## src/rtl/inst_fetch.sv

```systemverilog
// inst_fetch: MIPS IF stage; owns the PC and issues in-order instruction reads.
// Returned words queue in a small prefetch FIFO ahead of the registered IF/ID outputs.
module inst_fetch #(
  parameter logic [31:0] PC_RESET   = 32'h0000_0000,
  parameter int          FIFO_DEPTH = 2
) (
  input  logic        clk,
  input  logic        rst,
  output logic        imem_req,
  output logic [31:0] imem_addr,
  input  logic        imem_ready,
  input  logic        imem_rvalid,
  input  logic [31:0] imem_rdata,
  input  logic        stall,
  input  logic        redirect,
  input  logic [31:0] redirect_pc,
  output logic [31:0] IF_OUT,
  output logic [31:0] if_pc,
  output logic        if_valid
);

  localparam int PW = (FIFO_DEPTH > 1) ? $clog2(FIFO_DEPTH) : 1;
  localparam int CW = $clog2(FIFO_DEPTH + 1);
  localparam logic [PW-1:0] LAST  = PW'(FIFO_DEPTH - 1);
  localparam logic [CW:0]   DEPTH = (CW+1)'(FIFO_DEPTH);
  localparam logic [CW-1:0] FULLN = CW'(FIFO_DEPTH);

  typedef enum logic [1:0] {
    BOOT,
    RUN,
    FLUSH
  } stateT;

  stateT state;
  stateT stateNxt;

  logic [31:0]   fetchPc;
  logic [31:0]   respPc;
  logic [31:0]   redirPc;
  logic [CW-1:0] outstanding;
  logic [CW-1:0] outNxt;
  logic [CW-1:0] liveOut;
  logic [CW-1:0] discardCnt;
  logic [CW-1:0] discardNxt;
  logic [CW-1:0] fifoCount;
  logic [PW-1:0] wrPtr;
  logic [PW-1:0] rdPtr;
  logic [31:0]   fifoData [FIFO_DEPTH];
  logic [31:0]   fifoPc   [FIFO_DEPTH];

  logic rspNow;
  logic accept;
  logic push;
  logic pop;
  logic fifoEmpty;
  logic fifoFull;
  logic unusedRpc;

  function automatic logic [PW-1:0] ptrInc(input logic [PW-1:0] p);
    return (p == LAST) ? '0 : p + PW'(1);
  endfunction

  assign redirPc   = {redirect_pc[31:2], 2'b00};
  assign unusedRpc = ^redirect_pc[1:0];

  // A response with nothing outstanding is stale (e.g. across reset)
  assign rspNow    = imem_rvalid & (outstanding != '0);
  assign liveOut   = outstanding - CW'(rspNow);
  assign fifoEmpty = (fifoCount == '0);
  assign fifoFull  = (fifoCount == FULLN);

  assign imem_req  = (state == RUN) & ~redirect &
                     (({1'b0, outstanding} + {1'b0, fifoCount}) < DEPTH);
  assign imem_addr = fetchPc;
  assign accept    = imem_req & imem_ready;

  assign push = rspNow & (state == RUN) & ~redirect;
  assign pop  = ~stall & ~redirect & ~fifoEmpty;

  assign outNxt = outstanding + CW'(accept) - CW'(rspNow);

  always_comb begin
    stateNxt   = state;
    discardNxt = discardCnt;
    unique case (state)
      BOOT: begin
        stateNxt = RUN;
      end
      RUN: begin
        if (redirect && liveOut != '0) begin
          stateNxt   = FLUSH;
          discardNxt = liveOut;
        end
      end
      FLUSH: begin
        if (rspNow && discardCnt != '0) begin
          discardNxt = discardCnt - CW'(1);
        end
        if (discardCnt == '0 && !redirect) begin
          stateNxt = RUN;
        end
      end
      default: begin
        stateNxt = BOOT;
      end
    endcase
  end

  always_ff @(posedge clk or negedge rst) begin
    if (!rst) begin
      state       <= BOOT;
      fetchPc     <= PC_RESET;
      respPc      <= PC_RESET;
      outstanding <= '0;
      discardCnt  <= '0;
    end else begin
      state       <= stateNxt;
      outstanding <= outNxt;
      discardCnt  <= discardNxt;
      if (redirect) begin
        fetchPc <= redirPc;
        respPc  <= redirPc;
      end else begin
        if (accept) begin
          fetchPc <= fetchPc + 32'd4;
        end
        if (push) begin
          respPc <= respPc + 32'd4;
        end
      end
    end
  end

  always_ff @(posedge clk or negedge rst) begin
    if (!rst) begin
      wrPtr     <= '0;
      rdPtr     <= '0;
      fifoCount <= '0;
    end else if (redirect) begin
      wrPtr     <= '0;
      rdPtr     <= '0;
      fifoCount <= '0;
    end else begin
      if (push) begin
        wrPtr <= ptrInc(wrPtr);
      end
      if (pop) begin
        rdPtr <= ptrInc(rdPtr);
      end
      fifoCount <= fifoCount + CW'(push) - CW'(pop);
    end
  end

  always_ff @(posedge clk) begin
    if (push) begin
      fifoData[wrPtr] <= imem_rdata;
      fifoPc[wrPtr]   <= respPc;
    end
  end

  // Redirect squashes the IF/ID register even while decode is stalled
  always_ff @(posedge clk or negedge rst) begin
    if (!rst) begin
      IF_OUT   <= '0;
      if_pc    <= '0;
      if_valid <= 1'b0;
    end else if (redirect) begin
      IF_OUT   <= '0;
      if_valid <= 1'b0;
    end else if (!stall) begin
      if (!fifoEmpty) begin
        IF_OUT   <= fifoData[rdPtr];
        if_pc    <= fifoPc[rdPtr];
        if_valid <= 1'b1;
      end else begin
        IF_OUT   <= '0;
        if_valid <= 1'b0;
      end
    end
  end

  pushFullChk: assert property (
    @(posedge clk) disable iff (!rst)
    !(push && !pop && fifoFull)
  );

endmodule

```

## config.mk

```make
export PLATFORM = sky130hd
export DESIGN_NAME = inst_fetch
export DESIGN_NICKNAME = d
export VERILOG_FILES = /design/src/rtl/inst_fetch.sv
export SDC_FILE = /design/constraint.sdc
export NUM_CORES = 1
export LEC_CHECK = 0
export ABC_CLOCK_PERIOD_IN_PS = 6010
export CAP_MARGIN = 0
export CORE_MARGIN = 1
export CORE_UTILIZATION = 45
export CTS_CLUSTER_DIAMETER = 100
export DETAILED_ROUTE_END_ITERATION = 16
export GPL_TIMING_DRIVEN = 0
export PLACE_DENSITY = 0.69
export SYNTH_ARGS = -nofsm -noshare
export SYNTH_HDL_FRONTEND = slang
export SYNTH_SLANG_ARGS = --single-unit
export TNS_END_PERCENT = 1
```

## constraint.sdc

```tcl
create_clock -name clk -period 6.01 [get_ports clk]
set_input_delay 1.202 -clock clk [delete_from_list [all_inputs] [get_ports clk]]
set_output_delay 1.202 -clock clk [all_outputs]
set_load 0.05 [all_outputs]
```

=== Word-level counts from Yosys, hierarchy flattened ===
Memories as Yosys holds them, arrays and structs flattened. A register that Yosys moved wholly into a read port is not among the register bits.
Index checks and enable logic that the tools add are counted.

* Output and inout bits: 98
* Memories kept: 2
* Word-level logic and storage cells: 84
* Flip-flop bits (word level): 107
* RAM bits: 128

{| class="wikitable"
|+ Memories
! name !! depth !! width !! read ports !! clocked after memory_dff !! write ports !! RTL line !! source
|-
| fifoData || 2 || 32 || 1 || 0 || 1 || 48 || <nowiki>logic [31:0] fifoData [FIFO_DEPTH];</nowiki>
|-
| fifoPc || 2 || 32 || 1 || 1 || 1 || 49 || <nowiki>logic [31:0] fifoPc [FIFO_DEPTH];</nowiki>
|}

* Eq/ne operators: 6
* Bitwise gates (word level): 11
* Reductions and logical operators: 18
* $add $sub $neg: 11
* Multiplexer cells: 25
* Magnitude comparators: 1

{| class="wikitable"
|+ Operators with widths
! operator !! number
|-
| two-way mux 32 bit || 7
|-
| adder 32 x 3 -> 32 bit (second input constant) || 2
|-
| nonzero test 2 bit || 7
|-
| two-way mux 1 bit || 11
|-
| two-way mux 2 bit || 5
|-
| AND 1 bit || 8
|-
| logical NOT 2 bit || 3
|-
| case mux 2 bit (3 select lines) || 1
|-
| AND reduction 3 bit || 2
|-
| subtractor 2 x 1 -> 2 bit || 3
|-
| adder 2 x 1 -> 2 bit || 2
|-
| != test 2 x 1 -> 1 bit (second input constant) || 2
|-
| != test 2 bit (second input constant) || 2
|-
| case mux 2 bit (2 select lines) || 1
|-
| adder 2 x 2 -> 3 bit || 1
|-
| logical AND 1 bit || 3
|-
| < comparator 3 x 2 -> 1 bit (second input constant) || 1
|-
| inverter 1 bit || 3
|-
| adder 1 bit (second input constant) || 2
|-
| equality test 2 x 1 -> 1 bit (second input constant) || 1
|-
| equality test 2 bit (second input constant) || 1
|-
| logical NOT 1 bit || 2
|-
| AND reduction 2 bit || 1
|-
| subtractor 2 x 1 -> 2 bit (second input constant) || 1
|}

=== Logic depth before layout (Yosys ltp) ===
* Depth after elaboration: 7
* Depth in mapped cells: 11

=== Worst setup path after synthesis ===
Ideal clock, no wire load.

* Path kind: input -> register
* From: input port redirect
* To: memory fifoData[0][0], enable pin
* Path buffers: 2
* Data arrival time: 4.415 ns
* Path slack: 1.113 ns
* Library setup time: 0.482 ns
* Data required time: 5.528 ns
* Cell stages on the path: 5
* Path through: buf_6 > inv_2 > clkbuf_1 > nand2_1 > nor2_1

* Longest elaborated chain between the ends: 4

{| class="wikitable"
|+ RTL lines
! element !! RTL line !! source
|-
| start, declared || 15 || <nowiki>input logic redirect,</nowiki>
|-
| inverter 1 bit || 77 || <nowiki>assign push = rspNow & (state == RUN) & ~redirect;</nowiki>
|-
| AND 1 bit || 77 ||
|-
| two-way mux 1 bit || 155 || <nowiki>if (push) begin</nowiki>
|-
| two-way mux 1 bit (not written as such) || 156 || <nowiki>fifoData[wrPtr] <= imem_rdata;</nowiki>
|-
| end, declared || 48 ||
|}

Every way passes these cells.

=== Final worst setup path ===
* From: input port redirect
* To: output port imem_req

* Longest elaborated chain between the ends: 3

{| class="wikitable"
|+ RTL lines
! element !! RTL line !! source
|-
| inverter 1 bit || 72 || <nowiki>assign imem_req = (state == RUN) & ~redirect &</nowiki>
|-
| AND 1 bit (2 in a row) || 72 ||
|-
| end, declared || 9 || <nowiki>output logic imem_req,</nowiki>
|}

Every way passes these cells.

==> parameters.txt <==
Parameter                              Value

CTS
  Clock tree from TritonCTS    yes
  Buffers inserted during post-CTS setup optimization    0
  Number of buffers inserted for hold repair after clock tree synthesis    0
  Worst-path clk slew    roughly 0.060 ns
  Sink count of the clock tree    approximately 260
  CTS buffer count    26
  Number of cells upsized or downsized after cts    0
  H-tree levels    1
  Maximum buffer depth of the clock tree    3
  Clock latency reported for the late side of the worst-skew pair    about 0.52 ns
  Root Driver    clkbuf_16

STA
  Hold violation total from the final report    0
  Maximum frequency from static timing analysis    221 MHz
  Unrepaired setup endpoints after global routing    no
  Remaining max-slew budget at the tightest pin    between 20% and 30%
  Clock period minus final worst setup slack    approximately 4.5 ns
  Finish-stage setup viols    0
  Max-slew violations    0
  Final worst-path cycle share    approximately 75%
  Final worst clock skew    ~0.0086 ns
  Final setup TNS    0 ns
  Worst Setup Slack, final    approximately 1.5 ns
  Transition time at the pin with the least slew margin    1.09 ns

Power and ir drop
  Overall power    5.52 mW
  Reported leakage power    5.11 nW
  Worst voltage drop across the vdd grid    roughly 190 µV
  Power Dens Cells    between 400 and 500 mW/mm²

Routing
  Detailed-route via count    ~7,000
  Number of routed nets with antenna violations    0
  Metal-1 WL    roughly 11 mm
  Detail Route met3 WL    1.45 mm
  Routed wire length per instance    between 15 and 20 µm
  Initial drt markers    between 500 and 600
  Count of TritonRoute iterations in the first routing pass    5
  DRC viols    0
  Highest routed layer    met4
  Wire length after detailed routing    approximately 24 mm
  Routed wire length on met2    about 11 mm
  Post-DR vias/cell    approximately 5.3

Yosys
  Count of flip-flops with a built-in enable after synthesis    approximately 120
  Sequential element share of the synthesized area    66.3%
  Commonest register cell after synthesis    dfrtp_1
  Fraction of registers with async set/reset    around 52%
  Netlist area before placement    0.0106 mm²
  Avg Synthesized Cell Area    ~13 µm²
  Gate Count Post-Synth    810
  Distinct cell type count after synthesis    55
  Synthesized flop and latch total    between 200 and 300
  Count of warnings emitted by yosys    0

Critical path
  Req. time, crit path    4.81 ns
  R2R Path End    outstanding[1]
  R2R depth    11
  Classification of the worst setup path    input port to output port
  Nature of the critical path startpoint    input port
  Sort of element at the end of the critical path    output port
  Startpoint of the lowest-slack register-to-register path    outstanding[0]
  R2R setup slack    approximately 2.8 ns
  Arrival time of the worst setup path    roughly 3.3 ns
  Biggest fanout along the worst timing path    10

Finish
  Filler Cells Inserted    approximately 1,900
  Proportion of layout cells with a drive suffix above 1    under 10%
  Number of nets in the finished design    roughly 1,100
  Final design utilization    59.4%
  Area used by sequential logic in the layout    between 0.007 and 0.008 mm²
  # diodes    0
  Synth-to-layout area growth    27.9%
  Total area of multi-input combinational cells    0.00337 mm²

Global route
  GR Overflow Total    0
  Number of global-route vias before repair    just under 7,000
  GR Util All Layers    20.5%
  Maximum number of pins on one net before global-route repair    81
  Number of antenna violations at the first check in global routing    0
  Wire length of the first global-routing pass    38.5 mm

Run
  Total of max-cap violations    0

Floorplan
  Cell row count    55
  Overall die area    around 0.024 mm²
  Count of pins on the block boundary    ~170
  Core box area    around 0.023 mm²
  Horizontal die dimension    roughly 160 µm
  Vertical die dimension    around 160 µm
  Starting Density    46.4%

Placement
  Worst Setup Slack post-DPL    1.56 ns
  Placer congestion estimate    roughly 0.9
  HPWL after DPL    around 17 mm
  Count of input and output buffers    160

Worst hold path
  Number of cells traversed by the worst hold path    2
  Startpoint of the lowest-slack hold path    IF_OUT[14]
  Type of the most critical hold path    flop to flop
  Worst Hold Endpoint    IF_OUT[14]

Outcome
  Run status    complete, no violations
==> per-layer routing <==
metal / vias up / global-route usage [%]
li1: 3312 / -
met1: 3453 / 29.9
met2: 232 / 32.6
met3: 38 / 3.08
met4: 0 / 4.25
met5: - / 0
==> Yosys cell counts, types with 6 or more instances <==
cell | n | area, µm²
dfrtp_1 | 133 | 3330
edfxtp_1 | 124 | 3720
nand2_1 | 97 | 364
o21ai_0 | 77 | 385
mux2i_1 | 66 | 661
xnor2_1 | 31 | 272
mux2_2 | 29 | 327
nand4_1 | 25 | 156
nor2_1 | 25 | 93.8
clkbuf_1 | 23 | 86.3
nand3_1 | 21 | 105
xor2_1 | 21 | 184
inv_1 | 17 | 63.8
and3_1 | 10 | 62.6
a21oi_1 | 9 | 45.0
buf_1 | 9 | 33.8
ha_1 | 8 | 100
nor3_1 | 8 | 40.0
a31oi_1 | 7 | 43.8
and2_1 | 6 | 37.5
==> registers in the layout (all words and copies together) (netlist names) <==
name	flops
if_pc	30
respPc	30
rdPtr	1
if_valid	1
outstanding	2
fifoPc	60
IF_OUT	32
imem_addr	30
discardCnt	2
fifoData	64
state	2
wrPtr	1
fifoCount	2
==> how the worst max path moves through the flow <==
stage	start	endpoint	slack, ns	depth (start not counted)
2_1_floorplan	redirect	fifoData[0][0]	1.11	5
3_3_place_gp	rst	imem_addr[11]	-2.04	1
3_5_place_dp	redirect	imem_req	1.56	5
4_1_cts	redirect	imem_req	1.55	5
5_1_grt	redirect	imem_req	1.47	5
6_report	redirect	imem_req	1.48	5
==> report_power, final <==
group          internal [mW]  switching [mW]  leakage [nW]
combinational          0.557            1.01          1.89
sequential              2.13           0.193          2.79
clock                  0.976           0.653         0.435
total                   3.67            1.86          5.11
==> layout by cell type, fill, tap and decap left out, drive strengths merged, types with 3 or more instances in the layout <==
| cell | n |
|---|---|
| edfxtp | 124 |
| xnor2 | 31 |
| clkbuf | 58 |
| ha | 8 |
| mux2i | 66 |
| and3 | 10 |
| o311ai | 3 |
| clkdlybuf4s50 | 159 |
| a31oi | 7 |
| o21ai | 78 |
| mux2 | 29 |
| nand2b | 4 |
| and2 | 6 |
| xor2 | 21 |
| nor2 | 26 |
| inv | 18 |
| clkinv | 9 |
| nor4 | 6 |
| conb | 4 |
| a21oi | 9 |
| nor3 | 10 |
| nand4b | 3 |
| dfrtp | 133 |
| nand4 | 25 |
| o31a | 3 |
| nand2 | 97 |
| nor2b | 5 |
| buf | 19 |
| nand3 | 22 |
==> cell type report <==
cell class | instances | share of cell area [%]
plain buffers | 38 | 1.22
clock buffers | 35 | 5.63
clock inverters | 13 | 0.855
inverters | 18 | 0.497
multi-input cells | 500 | 24.8
flip-flops and latches | 257 | 51.8
well taps | 313 | 2.88
repair buffers | 163 | 12.3
==> cells by family (layout without fill, tap and decap cells) <==
family	Yosys count	count (layout)	synth area share [%]
AO/OA/AOI/OAI	115	115	6.13
XOR/XNOR	52	52	4.28
adder cells (fa/ha/maj)	9	9	1.13
buffers and inverters	56	267	2.20
flip-flops	257	257	66.3
multiplexers	95	95	9.28
other	1	4	0.0353
AND/OR/NAND/NOR	225	225	10.6
==> critical path, cell delays in order <==
cell,delay (ns)
buf_6,0.12
clkbuf_1,0.23
buf_1,0.31
nor4_1,0.56
clkdlybuf4s50_1,0.90
==> stage by stage <==
stage	std cells	cell area (µm²)	hold WS, ns
2_1_floorplan	813	10600	0.462
3_3_place_gp	1286	12600	0.460
3_5_place_dp	1289	12700	0.469
4_1_cts	1337	13600	0.482
5_1_grt	1337	13600	0.500
6_report	1337	13600	0.473
Power figures use the tool's default switching activity.
